[src/rtl/mips_defs.sv]
// Shared encodings for the multicycle MIPS datapath and controller:
// opcodes, func codes, state encodings and datapath mux/ALU select codes.
package mips_defs;

  localparam logic [5:0] OP_RTYPE = 6'b000000;
  localparam logic [5:0] OP_LW    = 6'b100011;
  localparam logic [5:0] OP_SW    = 6'b101011;
  localparam logic [5:0] OP_BEQ   = 6'b000100;
  localparam logic [5:0] OP_LUI   = 6'b001111;
  localparam logic [5:0] OP_ORI   = 6'b001101;
  localparam logic [5:0] OP_JAL   = 6'b000011;

  localparam logic [5:0] FN_ADDU  = 6'b100001;
  localparam logic [5:0] FN_SUBU  = 6'b100011;
  localparam logic [5:0] FN_JR    = 6'b001000;

  typedef enum logic [3:0] {
    S_IF    = 4'd0,
    S_DCD   = 4'd1,
    S_EXE   = 4'd2,
    S_ALUWB = 4'd3,
    S_MA    = 4'd4,
    S_MEM   = 4'd5,
    S_MWB   = 4'd6,
    S_BR    = 4'd7,
    S_JAL   = 4'd8
  } state_t;

  localparam logic [2:0] ALU_ADD  = 3'b010;
  localparam logic [2:0] ALU_SUB  = 3'b011;
  localparam logic [2:0] ALU_OR   = 3'b001;
  localparam logic [2:0] ALU_PASS = 3'b111;

  localparam logic [1:0] RD_RT   = 2'b00;
  localparam logic [1:0] RD_RD   = 2'b01;
  localparam logic [1:0] RD_RA   = 2'b10;

  localparam logic [1:0] M2R_ALU = 2'b00;
  localparam logic [1:0] M2R_LUI = 2'b01;
  localparam logic [1:0] M2R_MEM = 2'b10;
  localparam logic [1:0] M2R_PC4 = 2'b11;

  localparam logic [1:0] NPC_PC4 = 2'b00;
  localparam logic [1:0] NPC_BR  = 2'b01;
  localparam logic [1:0] NPC_JAL = 2'b10;
  localparam logic [1:0] NPC_JR  = 2'b11;

  // One-hot instruction class; all-zero means NOP.
  typedef struct packed {
    logic addu;
    logic subu;
    logic jr;
    logic lw;
    logic sw;
    logic beq;
    logic lui;
    logic ori;
    logic jal;
  } insn_cls_t;

endpackage

[src/rtl/mc_decode.sv]
// Combinational op/func decode into a one-hot instruction class.
// Unrecognised encodings produce an all-zero class (NOP).
module mc_decode
  import mips_defs::*;
(
  input  logic [5:0] op,
  input  logic [5:0] func,
  output insn_cls_t  cls
);

  always_comb begin
    cls = '0;
    unique case (op)
      OP_RTYPE: begin
        cls.addu = (func == FN_ADDU);
        cls.subu = (func == FN_SUBU);
        cls.jr   = (func == FN_JR);
      end
      OP_LW:   cls.lw  = 1'b1;
      OP_SW:   cls.sw  = 1'b1;
      OP_BEQ:  cls.beq = 1'b1;
      OP_LUI:  cls.lui = 1'b1;
      OP_ORI:  cls.ori = 1'b1;
      OP_JAL:  cls.jal = 1'b1;
      default: cls = '0;
    endcase
  end

endmodule

[src/rtl/mc_controller.sv]
// Multicycle MIPS controller: state register plus Moore output decode from
// state and current op/func. S_MEM stalls until mem_ready.
module mc_controller
  import mips_defs::*;
(
  input  logic       clk,
  input  logic       reset,
  input  logic [5:0] op,
  input  logic [5:0] func,
  input  logic       zero,
  input  logic       mem_ready,
  output logic       PCWrite,
  output logic [1:0] NPCOp,
  output logic       IRWrite,
  output logic       RegWrite,
  output logic [1:0] RegDst,
  output logic [1:0] MemtoReg,
  output logic       ALUSrc,
  output logic       ExtOp,
  output logic [2:0] ALUCtrl,
  output logic       MemReq,
  output logic       MemWrite,
  output logic [3:0] state
);

  state_t    state_q, state_d;
  insn_cls_t cls;

  mc_decode u_decode (
    .op   (op),
    .func (func),
    .cls  (cls)
  );

  always_ff @(posedge clk or posedge reset) begin
    if (reset) state_q <= S_IF;
    else       state_q <= state_d;
  end

  assign state = state_q;

  // Unlisted or unreachable encodings fall through to S_IF.
  always_comb begin
    state_d = S_IF;
    unique case (state_q)
      S_IF:  state_d = S_DCD;
      S_DCD: begin
        if (cls.addu || cls.subu || cls.ori || cls.lui) state_d = S_EXE;
        else if (cls.lw || cls.sw)                      state_d = S_MA;
        else if (cls.beq)                               state_d = S_BR;
        else if (cls.jal)                               state_d = S_JAL;
        else                                            state_d = S_IF;
      end
      S_EXE:   state_d = S_ALUWB;
      S_ALUWB: state_d = S_IF;
      S_MA:    state_d = S_MEM;
      S_MEM: begin
        if (!mem_ready)  state_d = S_MEM;
        else if (cls.lw) state_d = S_MWB;
        else             state_d = S_IF;
      end
      S_MWB:   state_d = S_IF;
      S_BR:    state_d = S_IF;
      S_JAL:   state_d = S_IF;
      default: state_d = S_IF;
    endcase
  end

  always_comb begin
    PCWrite  = 1'b0;
    NPCOp    = NPC_PC4;
    IRWrite  = 1'b0;
    RegWrite = 1'b0;
    RegDst   = RD_RT;
    MemtoReg = M2R_ALU;
    ALUSrc   = 1'b0;
    ExtOp    = 1'b0;
    ALUCtrl  = ALU_PASS;
    MemReq   = 1'b0;
    MemWrite = 1'b0;
    unique case (state_q)
      S_IF: begin
        IRWrite = 1'b1;
        PCWrite = 1'b1;
      end
      S_DCD: begin
        if (cls.jr) begin
          PCWrite = 1'b1;
          NPCOp   = NPC_JR;
        end
      end
      S_EXE: begin
        if (cls.addu) begin
          ALUCtrl = ALU_ADD;
        end else if (cls.subu) begin
          ALUCtrl = ALU_SUB;
        end else if (cls.ori) begin
          ALUCtrl = ALU_OR;
          ALUSrc  = 1'b1;
          ExtOp   = 1'b1;
        end
      end
      S_ALUWB: begin
        RegWrite = 1'b1;
        if (cls.addu || cls.subu) RegDst = RD_RD;
        if (cls.lui)              MemtoReg = M2R_LUI;
      end
      S_MA: begin
        ALUCtrl = ALU_ADD;
        ALUSrc  = 1'b1;
      end
      S_MEM: begin
        MemReq   = 1'b1;
        MemWrite = cls.sw;
      end
      S_MWB: begin
        RegWrite = 1'b1;
        MemtoReg = M2R_MEM;
      end
      S_BR: begin
        ALUCtrl = ALU_SUB;
        NPCOp   = NPC_BR;
        PCWrite = zero;
      end
      S_JAL: begin
        RegWrite = 1'b1;
        RegDst   = RD_RA;
        MemtoReg = M2R_PC4;
        PCWrite  = 1'b1;
        NPCOp    = NPC_JAL;
      end
      default: ;
    endcase
  end

endmodule

[config.mk]
export PLATFORM = sky130hd
export DESIGN_NAME = mc_controller
export DESIGN_NICKNAME = d
export VERILOG_FILES = /design/src/rtl/mips_defs.sv /design/src/rtl/mc_decode.sv /design/src/rtl/mc_controller.sv
export SDC_FILE = /design/constraint.sdc
export NUM_CORES = 1
export LEC_CHECK = 0
export CAP_MARGIN = 30
export CELL_PAD_IN_SITES_DETAIL_PLACEMENT = 1
export CELL_PAD_IN_SITES_GLOBAL_PLACEMENT = 2
export CORE_ASPECT_RATIO = 1.25
export CORE_MARGIN = 4
export CORE_UTILIZATION = 18
export CTS_BUF_LIST = sky130_fd_sc_hd__clkbuf_8
export DETAILED_ROUTE_END_ITERATION = 6
export PLACE_DENSITY = 0.9
export SLEW_MARGIN = 20
export SYNTH_ARGS = -nofsm -noshare
export SYNTH_HDL_FRONTEND = slang
export SYNTH_SLANG_ARGS = --single-unit
[constraint.sdc]
create_clock -name clk -period 1.7 [get_ports clk]
set_input_delay 0.255 -clock clk [delete_from_list [all_inputs] [get_ports clk]]
set_output_delay 0.255 -clock clk [all_outputs]
set_load 0.005 [all_outputs]
* Word level (Yosys, flattened, before mapping)
Index checks and enable logic that the tools add are counted.
W data, S select, Z words.
** Storage, ports and cells
- Register bits after elaboration :: 4
- Output and inout port bits :: 20
- Logic and storage cells :: 61
** Cells by class
- Equality and inequality tests :: 17
- Multiplexer cells :: 35
- Reduce and logical (&&, ||, !) cells :: 8
** Operators with widths (number)
- $eq A6 B6 Y1 const B :: 4
- $pmux W4 S5 :: 1
- $eq A6 B4 Y1 const B :: 3
- $mux W3 :: 6
- $mux W1 :: 17
- $eq A4 B3 Y1 const B :: 4
- $mux W4 :: 4
- $pmux W2 S3 :: 2
- $pmux W3 S3 :: 1
- $eq A4 B2 Y1 const B :: 2
- $eq A6 B2 Y1 const B :: 1
- $eq A6 B3 Y1 const B :: 1
- $logic_not A6 Y1 :: 1
- $eq A4 B1 Y1 const B :: 1
- $eq A4 B4 Y1 const B :: 1
- $logic_not A4 Y1 :: 1
- $logic_or A1 B1 Y1 :: 4
- $pmux W2 S2 :: 1
- $pmux W1 S3 :: 1
- $reduce_or A3 Y1 :: 1
- $mux W2 :: 1
- $pmux W1 S2 :: 1
- $reduce_or A2 Y1 :: 1

* Longest topological paths before layout
- Word-level depth :: 7
- Depth in mapped cells :: 5
- Gate-level depth less buffers :: 4

* Hierarchy
A second synthesis with hierarchy kept.
** Second synthesis, totals
- Cell total of the unflattened synthesis :: 93
- Area, all modules :: 624.3 µm²
** By module, submodules not included
- mc_controller :: instances 1, cells each 74, area an instance 500.5 µm²
- mc_decode :: instances 1, cells each 19, area an instance 123.9 µm²

* Worst setup path before layout
No wires, ideal clock.
- Path kind :: register -> output
- From :: reg state_q[0], in the netlist state[0]
- To :: out MemtoReg[0]
- Data arrival time :: 1.245 ns
- Data required time :: 1.445 ns
- Setup slack :: 0.200 ns
- Cell stages (with the launch flop) :: 5
- Buffers on the path :: 1
- Path through :: dfrtp_1 buf_6 nand2_4 or4_1 a21oi_1
** Between the ends
- Longest elaborated chain between the ends :: 2
** Ends and longest elaborated chain
- start: declaration :: RTL line mc_controller.sv:26 : state_t state_q, state_d;
- start signal: assignment :: RTL line mc_controller.sv:37 : else state_q <= state_d;
- $eq A4 B4 Y1 (tied with other cells) :: RTL line mc_controller.sv:81 : unique case (state_q)
- $pmux W2 S3 (*) :: RTL line mc_controller.sv:81
- end: declaration :: RTL line mc_controller.sv:17 : output logic [1:0] MemtoReg,
Every way passes the cells marked *; elsewhere a longest branch is shown, timed or not.

* Worst setup path after layout
- From :: reg state_q[1], in the netlist state[1]
- To :: out NPCOp[0]
** Between the ends
- Longest elaborated chain between the ends :: 2
** Ends and longest elaborated chain
- $eq A4 B4 Y1 (tied with other cells) :: RTL line mc_controller.sv:81
- $pmux W2 S3 (*) :: RTL line mc_controller.sv:81
- end: declaration :: RTL line mc_controller.sv:13 : output logic [1:0] NPCOp,
Marks and branches as above.

==> metrics.txt <==
status finished, violations left; failing checks setup timing; #FFs+latches synth 4; Synth Net Count 84; Layout Nets ~190; Synth Warn # 0; f_max approximately 0.51 GHz; Core Util, Final between 50% and 60%; total track usage between 10% and 20%; power density cells approximately 770 nW/um^2; initial antenna violation count 0; Routed wire per std cell roughly 20 um; Synth area leaders dfrtp_1, nor2_1, nand2_1; IO Pins 36; largest net degree at the start of global routing 6; biggest area consumer among synthesized cells dfrtp_1; DRT antenna net count 0; GP Congestion around 0.82; Hold WS 0.236 ns; design area 1670 sq um; top_reg_cell synth dfrtp_1; CP Class reg -> out; ys async rst share 100%; CTS Buf Count 3; CP max FO 3; Clock Sinks 4; Relative slew margins between 80% and 90%; Overflow after GRT 0; Slew @ Worst Pin 0.272 ns; CP Launch Type flip-flop; Worst VDD drop 0.493 mV; placed instance area approximately 1100 sq um; CTS Root Cell clkbuf_8; Synth top area share a little under a fifth; die area between 3000 and 4000 sq um; CTS tree done; CP Capture Type output pin; Critical Path RT ~1.4 ns; Detailed Routing Iterations Pass 1 4; DP Wirelength 1950 um; Worst Hold Class in -> async; Clock power frac ~16%; final setup violation count 11; clk slew on worst S/H paths about 0.03 ns; vias 1,023; DRC viols 0; maxcap violations 0; RSZ-0062 raised after global routing yes; switching share of power a little under two fifths; Post-synth EDFFs 0; Switching Power roughly 0.00048 W; Min Clock Period, post-route 1.97 ns; Final Worst Setup Slack -0.267 ns; Static Leak about 0.82 nW; Synth Instances about 70; Combinational Power Share between 70% and 80%; vias per inst around 5.0; post-synthesis sequential area ratio 18.5%; final hold vios 0; most frequent cells after synthesis nor2_1, nand2_1, nor3_1; port bufs 35; Tcrit/Tclk final 116%; Synth-to-Final Area Change 209%; CTS H-tree depth 1; vias in the first global route roughly 1,200; first-pass GRT wire length roughly 5600 um; most common cell in the netlist nor2_1; Core Region about 2800 sq um; Max Slew Vio Count 0; CP arrival 1.71 ns; final WL 4080 um; Syn Std Cell Area 541 sq um; DR iter-0 viols 35; post-synthesis average cell area just under 8 sq um; die height 69.3 um; ant diodes 0; Distinct cells, synth 34; Seq pwr share about an eighth; final clock skew between 0.0015 and 0.002 ns; share of cells above drive strength 1 around three quarters; row cnt 21; clock latency on the worst-skew pair between 0.2 and 0.25 ns; number of flip-flops under the largest register name 4; Int Pwr about 0.00082 W; Starting Density about a fifth; die width 57.0 um; CTS max path bufs 2
critical path, cell delays in order, from the launching register on:
cell and delay (ns):
dfrtp_2 0.42, buf_4 0.15, nor4b_4 0.29, nand4_1 0.20, buf_4 0.20, o21ai_1 0.09
buf_2 0.14
cell families (layout without fill, tap and decap cells):
group                  after synthesis  after routing  share of synthesized area (%)
and+or+nand+nor                     45             45                           55.6
AOI/OAI and AO/OA                   13             13                           17.1
buffers and inverters                5            108                           6.71
muxes                                1              1                           2.08
DFF                                  4              4                           18.5
cell usage in the layout, fill, tap and decap left out, drive strengths merged, types with 2 or more instances in the layout:
| master | instances |
|---|---|
| and3 | 2 |
| clkbuf | 4 |
| nand2b | 4 |
| nor2b | 2 |
| nor2 | 8 |
| a21oi | 2 |
| dfrtp | 4 |
| nor3 | 5 |
| o21ai | 3 |
| dlymetal6s2s | 2 |
| nand2 | 8 |
| clkdlybuf4s15 | 4 |
| nor4 | 4 |
| buf | 88 |
| clkdlybuf4s50 | 7 |
| nand4 | 3 |
| nor4b | 3 |
| dlygate4sd2 | 2 |
per-layer routing:
layer / wire (um) / GRT usage, % / share of wire (%) / vias to the layer above
met4: 215 / 10.6 / 5.3 / 0
met1: 1350 / 15.3 / 33 / 486
met3: 187 / 2.05 / 4.6 / 22
met2: 2330 / 38.9 / 57 / 47
met5: 0 / 0 / 0 / -
li1: - / - / - / 468
power by group through the flow:
stage	clock network [W]	logic, W	registers (W)
finish	0.000202	0.000941	0.000151
global route	0.000216	0.00100	0.000153
CTS	0.000202	0.000734	0.000146
detailed placement	0	0.000582	0.000160
global placement	0	0.000565	0.000158
floorplan	0	0.000247	0.000138
final cells by class:
class	instances	area (sq um)
clock buffers	3	41.3
inverters	1	3.75
multi-input cells	59	598
fillers	324	1110
repair buffers	104	880
flip-flops and latches	4	105
well taps	34	42.5
repair_timing:
item	in CTS	in global routing
setup endpoints to repair	16	19
cloned	0	0
setup buffers	28	12
hold buffers	0	0
resized for setup	125	37
endpoints found under the hold margin	0	0
pin swaps	22	20
per-stage QoR:
| stage | total power [W] | setup WS (ns) | setup TNS, ns | std cells |
|---|---|---|---|---|
| detailed placement | 0.000742 | -0.705 | -7.25 | 166 |
| CTS | 0.00108 | -0.206 | -0.875 | 196 |
| floorplan | 0.000385 | 0.200 | 0 | 68 |
| global route | 0.00137 | -0.305 | -2.43 | 205 |
| finish | 0.00129 | -0.267 | -1.72 | 205 |
| global placement | 0.000722 | -0.651 | -6.46 | 166 |
final timing paths:
check                                         from                  to  slack (ns)  cells past startpoint
min in group clk                             op[0]  state[3]$_DFF_PP0_        0.53                      3
worst min-delay path                         reset  state[3]$_DFF_PP0_        0.24                      2
max in group asynchronous                    reset  state[0]$_DFF_PP0_        1.29                      2
worst max register to register  state[1]$_DFF_PP0_  state[1]$_DFF_PP0_        0.01                      7
worst max-delay path            state[1]$_DFF_PP0_            NPCOp[0]       -0.27                      6
worst min register to register  state[0]$_DFF_PP0_  state[2]$_DFF_PP0_        0.82                      3
No activity file was read; power rests on OpenSTA's default activity.
